--- src/rtl/spawn_task_issuer.sv ---
// spawn_task_issuer: AXI4-Lite master that publishes tasks into the
// spawn-out (SO) ring and drains completions from the spawn-in (SI) ring.
// Ports: clk, rstn (sync, active-low); task_* new-task handshake and fields;
//   pay_* payload word stream; fin_* completion handshake; err sticky
//   response error; busy (not idle); m_axi_* AXI4-Lite master (32b/64b).
// Optional: SPAWN_ISSUER_BACKOFF_EN adds a POLL_GAP wait after a failed poll.
module spawn_task_issuer #(
  parameter logic [31:0] SO_OFFSET = 32'h0,
  parameter logic [31:0] SI_OFFSET = 32'h0,
  parameter int unsigned SO_LEN    = 64,
  parameter int unsigned SI_LEN    = 48,
  parameter int unsigned POLL_GAP  = 16
) (
  input  logic        clk,
  input  logic        rstn,
  input  logic        task_valid,
  output logic        task_ready,
  input  logic [63:0] task_tid,
  input  logic [63:0] task_ptid,
  input  logic [63:0] task_type,
  input  logic [7:0]  task_nargs,
  input  logic [7:0]  task_ndeps,
  input  logic [7:0]  task_ncops,
  input  logic        pay_valid,
  output logic        pay_ready,
  input  logic [63:0] pay_data,
  output logic        fin_valid,
  input  logic        fin_ready,
  output logic [63:0] fin_tid,
  output logic [63:0] fin_ptid,
  output logic        err,
  output logic        busy,
  output logic [31:0] m_axi_araddr,
  output logic [2:0]  m_axi_arprot,
  output logic        m_axi_arvalid,
  input  logic        m_axi_arready,
  input  logic [63:0] m_axi_rdata,
  input  logic [1:0]  m_axi_rresp,
  input  logic        m_axi_rvalid,
  output logic        m_axi_rready,
  output logic [31:0] m_axi_awaddr,
  output logic [2:0]  m_axi_awprot,
  output logic        m_axi_awvalid,
  input  logic        m_axi_awready,
  output logic [63:0] m_axi_wdata,
  output logic [7:0]  m_axi_wstrb,
  output logic        m_axi_wvalid,
  input  logic        m_axi_wready,
  input  logic [1:0]  m_axi_bresp,
  input  logic        m_axi_bvalid,
  output logic        m_axi_bready
);

`ifdef SPAWN_ISSUER_BACKOFF_EN
  localparam bit GAP_EN = 1'b1;
`else
  localparam bit GAP_EN = 1'b0;
`endif
  localparam logic [15:0] GAP_LD =
    GAP_EN ? 16'(POLL_GAP) : 16'd0;

  typedef enum logic [3:0] {
    S_IDLE, S_TASK_LATCH, S_SO_CHK_HDR, S_SO_CHK,
    S_PAY_GET, S_SO_WR, S_SO_BR, S_SO_WR_HDR,
    S_SO_BR_HDR, S_SI_RD_HDR, S_SI_RD_TID,
    S_SI_RD_PTID, S_FIN, S_SI_CLR, S_SI_BR
  } state_t;

  state_t state, state_nx;

  logic [10:0] k, nslots, slot_k;
  logic [63:0] tid_q, ptid_q, type_q, pay_q;
  logic [7:0]  nargs_q, ndeps_q, ncops_q;
  logic [31:0] so_idx, si_idx;
  logic [31:0] ring_slot, ring_base;
  logic        si_turn, ar_sent, addr_sent, data_sent;
  logic [15:0] gap_cnt;

  logic rd_st, wr_st, br_st, si_st;
  logic ar_hs, r_hs, aw_hs, w_hs, b_hs;
  logic wr_done, slot_free, si_hdr_ok, poll_miss;

  assign rd_st = state inside {S_SO_CHK_HDR, S_SO_CHK,
    S_SI_RD_HDR, S_SI_RD_TID, S_SI_RD_PTID};
  assign wr_st = state inside {S_SO_WR, S_SO_WR_HDR,
    S_SI_CLR};
  assign br_st = state inside {S_SO_BR, S_SO_BR_HDR,
    S_SI_BR};
  assign si_st = state inside {S_SI_RD_HDR, S_SI_RD_TID,
    S_SI_RD_PTID, S_SI_CLR, S_SI_BR};

  assign m_axi_arvalid = rd_st && !ar_sent &&
    (gap_cnt == 16'd0);
  assign m_axi_rready  = rd_st && ar_sent;
  assign m_axi_awvalid = wr_st && !addr_sent;
  assign m_axi_wvalid  = wr_st && !data_sent;
  assign m_axi_bready  = br_st;
  assign m_axi_arprot  = 3'b000;
  assign m_axi_awprot  = 3'b000;

  assign ar_hs = m_axi_arvalid && m_axi_arready;
  assign r_hs  = m_axi_rready && m_axi_rvalid;
  assign aw_hs = m_axi_awvalid && m_axi_awready;
  assign w_hs  = m_axi_wvalid && m_axi_wready;
  assign b_hs  = m_axi_bready && m_axi_bvalid;

  // A write finishes once both channels have been accepted,
  // in whichever order the slave takes them.
  assign wr_done = (addr_sent || aw_hs) &&
    (data_sent || w_hs);

  assign slot_free = (m_axi_rdata[63:56] == 8'h00);
  assign si_hdr_ok = (m_axi_rdata[63:56] == 8'h80);
  assign poll_miss = r_hs &&
    (((state == S_SO_CHK_HDR || state == S_SO_CHK) &&
      !slot_free) ||
     (state == S_SI_RD_HDR && !si_hdr_ok));

  assign task_ready = (state == S_TASK_LATCH);
  assign pay_ready  = (state == S_PAY_GET);
  assign fin_valid  = (state == S_FIN);
  assign busy       = (state != S_IDLE);

  always_comb begin
    slot_k = 11'd0;
    unique case (state)
      S_SO_CHK, S_SO_WR, S_SO_BR: slot_k = k;
      S_SI_RD_TID:  slot_k = 11'd1;
      S_SI_RD_PTID: slot_k = 11'd2;
      default:      slot_k = 11'd0;
    endcase
  end

  // Wrap is applied per slot so a task may straddle the ring end.
  assign ring_slot = si_st ?
    (si_idx + 32'(slot_k)) % SI_LEN :
    (so_idx + 32'(slot_k)) % SO_LEN;
  assign ring_base = si_st ? SI_OFFSET : SO_OFFSET;
  assign m_axi_araddr = ring_base + (ring_slot << 3);
  assign m_axi_awaddr = m_axi_araddr;

  always_comb begin
    m_axi_wdata = pay_q;
    m_axi_wstrb = 8'hFF;
    unique case (1'b1)
      state == S_SI_CLR: begin
        m_axi_wdata = 64'h0;
        m_axi_wstrb = 8'h80;
      end
      state == S_SO_WR_HDR:
        m_axi_wdata = {8'h80, 24'h0, ncops_q,
          ndeps_q, nargs_q, 8'h00};
      state == S_SO_WR && k == 11'd1:
        m_axi_wdata = tid_q;
      state == S_SO_WR && k == 11'd2:
        m_axi_wdata = ptid_q;
      state == S_SO_WR && k == 11'd3:
        m_axi_wdata = type_q;
      default: ;
    endcase
  end

  always_ff @(posedge clk) begin
    if (!rstn) state <= S_IDLE;
    else       state <= state_nx;
  end

  always_comb begin
    state_nx = state;
    unique case (state)
      S_IDLE:
        state_nx = (task_valid && !si_turn) ?
          S_TASK_LATCH : S_SI_RD_HDR;
      S_TASK_LATCH: state_nx = S_SO_CHK_HDR;
      S_SO_CHK_HDR:
        if (r_hs && slot_free) state_nx = S_SO_CHK;
      S_SO_CHK:
        if (r_hs && slot_free)
          state_nx = (k < 11'd4) ? S_SO_WR : S_PAY_GET;
      S_PAY_GET:
        if (pay_valid) state_nx = S_SO_WR;
      S_SO_WR:
        if (wr_done) state_nx = S_SO_BR;
      S_SO_BR:
        if (b_hs)
          state_nx = (k == nslots - 11'd1) ?
            S_SO_WR_HDR : S_SO_CHK;
      S_SO_WR_HDR:
        if (wr_done) state_nx = S_SO_BR_HDR;
      S_SO_BR_HDR:
        if (b_hs) state_nx = S_IDLE;
      S_SI_RD_HDR:
        if (r_hs)
          state_nx = si_hdr_ok ? S_SI_RD_TID : S_IDLE;
      S_SI_RD_TID:
        if (r_hs) state_nx = S_SI_RD_PTID;
      S_SI_RD_PTID:
        if (r_hs) state_nx = S_FIN;
      S_FIN:
        if (fin_ready) state_nx = S_SI_CLR;
      S_SI_CLR:
        if (wr_done) state_nx = S_SI_BR;
      S_SI_BR:
        if (b_hs) state_nx = S_IDLE;
      default: state_nx = S_IDLE;
    endcase
  end

  always_ff @(posedge clk) begin
    if (!rstn) begin
      k         <= '0;
      nslots    <= '0;
      tid_q     <= '0;
      ptid_q    <= '0;
      type_q    <= '0;
      pay_q     <= '0;
      nargs_q   <= '0;
      ndeps_q   <= '0;
      ncops_q   <= '0;
      so_idx    <= '0;
      si_idx    <= '0;
      si_turn   <= 1'b0;
      ar_sent   <= 1'b0;
      addr_sent <= 1'b0;
      data_sent <= 1'b0;
      gap_cnt   <= '0;
      err       <= 1'b0;
      fin_tid   <= '0;
      fin_ptid  <= '0;
    end else begin
      if (r_hs)       ar_sent <= 1'b0;
      else if (ar_hs) ar_sent <= 1'b1;

      if (wr_st && wr_done) begin
        addr_sent <= 1'b0;
        data_sent <= 1'b0;
      end else begin
        if (aw_hs) addr_sent <= 1'b1;
        if (w_hs)  data_sent <= 1'b1;
      end

      if ((r_hs && m_axi_rresp != 2'b00) ||
          (b_hs && m_axi_bresp != 2'b00))
        err <= 1'b1;

      if (poll_miss)
        gap_cnt <= GAP_LD;
      else if (gap_cnt != 16'd0)
        gap_cnt <= gap_cnt - 16'd1;

      unique case (state)
        S_TASK_LATCH: begin
          tid_q   <= task_tid;
          ptid_q  <= task_ptid;
          type_q  <= task_type;
          nargs_q <= task_nargs;
          ndeps_q <= task_ndeps;
          ncops_q <= task_ncops;
          nslots  <= 11'd4 + 11'(task_nargs) +
            11'(task_ndeps) + {2'b00, task_ncops, 1'b0};
          k       <= 11'd1;
        end
        S_PAY_GET:
          if (pay_valid) pay_q <= pay_data;
        S_SO_BR:
          if (b_hs && k != nslots - 11'd1)
            k <= k + 11'd1;
        S_SO_BR_HDR:
          if (b_hs) begin
            so_idx  <= (so_idx + 32'(nslots)) % SO_LEN;
            si_turn <= 1'b1;
          end
        S_SI_RD_HDR:
          if (r_hs && !si_hdr_ok) si_turn <= 1'b0;
        S_SI_RD_TID:
          if (r_hs) fin_tid <= m_axi_rdata;
        S_SI_RD_PTID:
          if (r_hs) fin_ptid <= m_axi_rdata;
        S_SI_BR:
          if (b_hs) begin
            si_idx  <= (si_idx + 32'd3) % SI_LEN;
            si_turn <= 1'b0;
          end
        default: ;
      endcase
    end
  end

endmodule

--- config.mk ---
export PLATFORM = sky130hd
export DESIGN_NAME = spawn_task_issuer
export DESIGN_NICKNAME = d
export VERILOG_FILES = /design/src/rtl/spawn_task_issuer.sv
export SDC_FILE = /design/constraint.sdc
export NUM_CORES = 1
export LEC_CHECK = 0
export CORE_MARGIN = 2
export CORE_UTILIZATION = 38
export CTS_CLUSTER_DIAMETER = 50
export DETAILED_ROUTE_END_ITERATION = 12
export SETUP_SLACK_MARGIN = 0.02
export SLEW_MARGIN = 10
export SYNTH_ARGS = -nofsm -noshare
export SYNTH_HDL_FRONTEND = slang
export SYNTH_SLANG_ARGS = --single-unit
--- constraint.sdc ---
create_clock -name clk -period 31.5 [get_ports clk]
set_input_delay 6.3 -clock clk [delete_from_list [all_inputs] [get_ports clk]]
set_output_delay 6.3 -clock clk [all_outputs]
set_load 0.005 [all_outputs]
# After elaboration in Yosys (flattened, before gate mapping)
# Index checks and enable logic that the tools add are counted.
[word_totals]
input_bits = 358
mem_bits_ro = 0
latchBits = 0
ram_bits = 0
register_bits = 493
output_inout_bits = 280
wordCells = 158
memories = 0
[classes]
mul = 0
n_div = 2
n_lt_le_gt_ge = 1
muxes = 27
n_reduce_logical = 61
n_shift = 0
n_addsub = 10
eq_ne = 36
bitwise = 1
[op_table]
columns = ["op", "count"]
rows = [
  ["64-bit one-hot mux with 5 select lines", 1],
  ["32-bit by 6-bit modulo with 32-bit output, second input constant", 2],
  ["4-bit two-way mux", 14],
  ["4-bit one-hot mux with 14 select lines", 1],
  ["11-bit one-hot mux with 3 select lines", 1],
  ["32-bit by 11-bit adder with 32-bit output", 1],
  ["32-bit by 2-bit adder with 32-bit output, second input constant", 1],
  ["29-bit two-way mux", 1],
  ["4-bit == test, second input constant", 7],
  ["1-bit logical AND", 24],
  ["11-bit by 2-bit == test with 1-bit output, second input constant", 2],
  ["11-bit one-hot mux with 2 select lines", 1],
  ["2-bit inequality test, second input constant", 10],
  ["4-bit by 3-bit == test with 1-bit output, second input constant", 4],
  ["16-bit zero test", 1],
  ["16-bit nonzero test", 1],
  ["16-bit by 1-bit subtractor with 16-bit output, second input constant", 1],
  ["6-bit adder", 2],
  ["2-bit by 1-bit inequality test with 1-bit output, second input constant", 6],
  ["12-bit AND reduction", 1],
  ["2-bit AND reduction", 6],
  ["10-bit by 9-bit adder with 11-bit output", 1],
  ["11-bit by 1-bit adder with 11-bit output, second input constant", 1],
  ["11-bit by 1-bit == test with 1-bit output, second input constant", 1],
  ["other kinds (26)", 47],
]

# Logic depth before layout (Yosys ltp)
[logic_depth]
depth_word = 8
ltp_mapped = 38
mapped_depth_nobuf = 32

# Least setup slack after synthesis
# No wires, ideal clock.
[synth_timing]
kind = "register -> output"
start = "register state[1]"
end = "output port m_axi_awaddr[8]"
path_buffers = 4
t_required_ns = 25.200
path_slack_ns = 17.039
t_arrival_ns = 8.161
stages_incl_launch_ff = 35
path_cell_list = "dfxtp_1 -> buf_1 -> xnor2_1 -> a211oi_1 -> a22o_1 -> ha_1 -> fa_1 -> a211oi_1 -> o21a_1 -> o31a_1 -> or3_1 -> a211oi_1 -> nor3_1 -> o311ai_2 -> nand4_1 -> or4_1 -> a211o_1 -> nand4_2 -> nor2_2 -> a221o_1 -> o31ai_4 -> buf_6 -> mux2i_1 -> a2111o_1 -> a22oi_4 -> buf_6 -> nor2_2 -> o31ai_4 -> nand3_2 -> and2_0 -> a221o_1 -> o2bb2ai_2 -> a221o_1 -> o31ai_1 -> buf_4"
[synth_via]
elab_chain_len = 6
elab_cells_between_ends = 15
classes_between = "add/sub (2); div (1); eq/ne (8); mux (2); reduce/logical (2)"
[synth_rtl]
columns = ["item", "line", "rtl"]
rows = [
  ["start: declaration", "69", "state_t state, state_nx;"],
  ["start signal: assignment", "165", "else state <= state_nx;"],
  ["4-bit by 2-bit == test with 1-bit output / 4-bit by 3-bit == test with 1-bit output (equally long branches)", "126", "unique case (state)"],
  ["3-bit OR reduction", "126", ""],
  ["11-bit one-hot mux with 3 select lines", "126", ""],
  ["32-bit by 11-bit adder with 32-bit output", "136", "(si_idx + 32'(slot_k)) % SI_LEN :"],
  ["32-bit by 6-bit modulo with 32-bit output", "136", ""],
  ["29-bit two-way mux (*)", "135", "assign ring_slot = si_st ?"],
  ["end: declaration", "41", "output logic [31:0] m_axi_awaddr,"],
]
# Mark *: on every way between the ends. The rest lies on a longest branch, timed or not.

# Worst setup path in the final report
[layout_timing]
start = "register state[1]"
end = "output port m_axi_araddr[8]"
[layout_via]
elab_chain_len = 6
elab_cells_between_ends = 15
classes_between = "add/sub (2); div (1); eq/ne (8); mux (2); reduce/logical (2)"
[layout_rtl]
columns = ["item", "line", "rtl"]
rows = [
  ["4-bit by 2-bit == test with 1-bit output / 4-bit by 3-bit == test with 1-bit output (equally long branches)", "126", ""],
  ["3-bit OR reduction", "126", ""],
  ["11-bit one-hot mux with 3 select lines", "126", ""],
  ["32-bit by 11-bit adder with 32-bit output", "136", ""],
  ["32-bit by 6-bit modulo with 32-bit output", "136", ""],
  ["29-bit two-way mux (*)", "135", ""],
  ["end: declaration", "33", "output logic [31:0] m_axi_araddr,"],
]
# Marked as above.

==> qor.yml <==
synth:
  ys.flop_type: "dfxtp_1"
  synth_area_um2: 25900
  synth-seq-area-share_pct: 38.1
  synth_edf_count: 0
  async_reset_ff_share_pct: 0
  netlist_instances: 3466
  ys_seq_elements: 493
  yosysWarnings: 0
  syn_avg_cell_area_um2: 7.47
  yosysUniqueCellTypes: 102
route:
  routed_wl_um: 93600
  num_vias: 26072
  dr.pass1.iters: 6
  vias_per_cell: 5.38
  avgRoutedWirePerCell_um: 19.3
  drt_iter0_markers: 2018
  drtAntennaViolNets: 0
  drc: 0
floorplanning:
  rows: 95
  start_util_pct: 38.5
  die-height_um: 265
  die_x_um: 265
  coreArea_um2: 67300
  ioPinCount: 638
  die-area_um2: 70200
placement:
  globalplace.congestion: 0.902
  dpl.hpwl_um: 65400
  io_buffers: 578
  pre_cts_slack_ns: 14.30
  place_area_um2: 31700
clocking:
  cts_buffers: 70
  cts_tree: "built"
  cts_setup_buffers: 0
  clk_pin_slew_ns: 0.06
  cts.sinks: 493
  cts_resized: 0
  cts.path.max_buffers: 3
  clockRootBuffer: "clkbuf_16"
  clock_latency_ns: 0.60
  hold_buffers: 0
  htreeDepth: 3
pwr:
  vdd.ir_drop.worst_mv: 0.0363
  leakage_nw: 12.0
  power_density_nw_per_um2: 58.5
sta:
  relSlewSlack_pct: 20.1
  tns_ns: 0
  period_share_pct: 56.3
  min_period_ns: 17.72
  max_freq_mhz: 56.4
  setup_ws_ns: 13.78
  setup_viol: 0
  worstMarginPinSlew_ns: 1.19
  slew_violations: 0
  fin_worst_skew_ns: 0.0386
  final_hold_viol_count: 0
  rsz0062_at_grt: "false"
final_layout:
  postLayoutCoreUtil_pct: 50.7
  syn2layout_area_growth_pct: 31.8
  final_nets: 4305
  design_area_um2: 34100
  drive_gt1_share_pct: 5.22
setup_path:
  endpoint_kind: "output pin"
  critPathTopFamily: "compound AO/OA/AOI/OAI gates"
  slowest_delay_ns: 0.78
  cp.arrival_ns: 11.42
  critical_path.max_fanout: 22
  cp_slowest_cell: "dfxtp_1"
  path_class: "register to output pin"
  required_ns: 25.20
  cp-start-kind: "register"
  crit_buf_inv: 3
grt:
  grt_remaining_overflow: 0
  track_usage_pct: 25.5
  grt_pass1_vias: 24374
  grt_pass1_wl_um: 142000
  antenna_found_initial: 36
  grt_max_degree: 227
flow_run:
  maxCapViolations: 0
outcome:
  outcome: "complete, no violations"
min_path:
  hp-class: "register to register"
[worst min-delay path, cell delays in order (launching register included)]
cell and delay [ns]:
dfxtp_1 0.30, nand2_1 0.05, a21oi_1 0.05
[Yosys cell counts, drive strengths merged (9+ instances only)]
library cell / count / area (um^2)
a211oi: 17 / 148
a21o: 19 / 143
a21oi: 541 / 2710
a221oi: 10 / 87.6
a222oi: 40 / 400
a22oi: 57 / 442
a31oi: 35 / 219
and2: 55 / 344
and3: 21 / 131
and4: 9 / 78.8
buf: 121 / 800
clkbuf: 178 / 668
dfxtp: 493 / 9870
fa: 11 / 220
ha: 43 / 538
inv: 45 / 169
mux2i: 16 / 160
nand2: 946 / 3550
nand2b: 16 / 103
nand3: 56 / 303
nand4: 30 / 200
nor2: 215 / 815
nor3: 73 / 375
nor4: 25 / 220
o211ai: 15 / 118
o21ai: 56 / 280
o31ai: 17 / 165
or2: 13 / 81.3
or3: 21 / 131
xnor2: 80 / 701
xor2: 55 / 482
[worst paths after layout]
path / startpoint / end / slack [ns] / cells past startpoint
worst max register to register: si_idx[4] / si_idx[5] / 22.96 / 25
worst min-delay path: tid_q[62] / tid_q[62] / 0.45 / 2
worst min register to register: tid_q[62] / tid_q[62] / 0.45 / 2
worst max-delay path: state[1] / m_axi_araddr[8] / 13.78 / 33
[final cells by class]
class | instances | area [um^2]
sequential | 493 | 9870
clock inverter | 32 | 350
timing repair buffer | 597 | 5940
tap | 873 | 1090
multi-input combinational | 2686 | 14600
inverter | 45 | 181
clock buffer | 94 | 1980
fill | 6729 | 33200
antenna | 28 | 70.1
[cell usage in the layout, fill, tap and decap left out, types with 18 or more instances in the layout]
cell type          n
a222oi_1          40
and3_1            20
a21o_1            19
diode_2           28
a31oi_1           35
a21oi_1          540
ha_1              43
clkbuf_16         72
nor2_1           211
xnor2_1           80
buf_4             18
inv_1             43
or3_1             20
clkdlybuf4s50_1  578
dfxtp_1          493
nand2_1          944
nand3_1           52
a22oi_1           56
nor4_1            18
and2_1            50
nor3_1            70
xor2_1            55
nand4_1           28
o21ai_0           49
conb_1            59
[logic make-up after synthesis]
logic type	count (synthesis)	synth area share [%]
compound gates	901	21.5
xor+xnor	135	4.57
fa+ha+maj	54	2.93
buf+inv	344	6.32
flops	493	38.1
mux	22	0.880
other cells	2	0.0290
simple gates	1515	25.6
[per-layer routing]
layer	track usage [%]	vias up	routed length, um
met5	0	-	140
met4	10.5	22	3340
met3	7.25	195	7440
met2	43.1	839	45300
met1	30.3	12247	37400
li1	-	12769	-
[report_power, final]
group	total [W]	internal (W)	switching [W]	leakage, nW
Clock	0.000785	0.000473	0.000312	1.12
Combinational	0.000441	0.000173	0.000268	6.87
Sequential	0.000769	0.000709	0.0000595	4.00
Total	0.00200	0.00136	0.000640	12.0
[stage by stage]
step                      hold slack (ns)  power, W  cells
after floorplan                     0.436   0.00107   3523
after global placement              0.441   0.00122   4694
after detailed placement            0.446   0.00122   4694
after CTS                           0.453   0.00201   4820
after global routing                0.467   0.00211   4842
final                               0.450   0.00200   4848
[state kept, by name (all words and copies together), names as in the netlist, 11 cells and up]
register	cells
fin_ptid	64
pay_q	64
nslots	11
ptid_q	64
si_idx	32
fin_tid	64
k	11
type_q	64
tid_q	64
gap_cnt	16
Power figures use the tool's default switching activity.
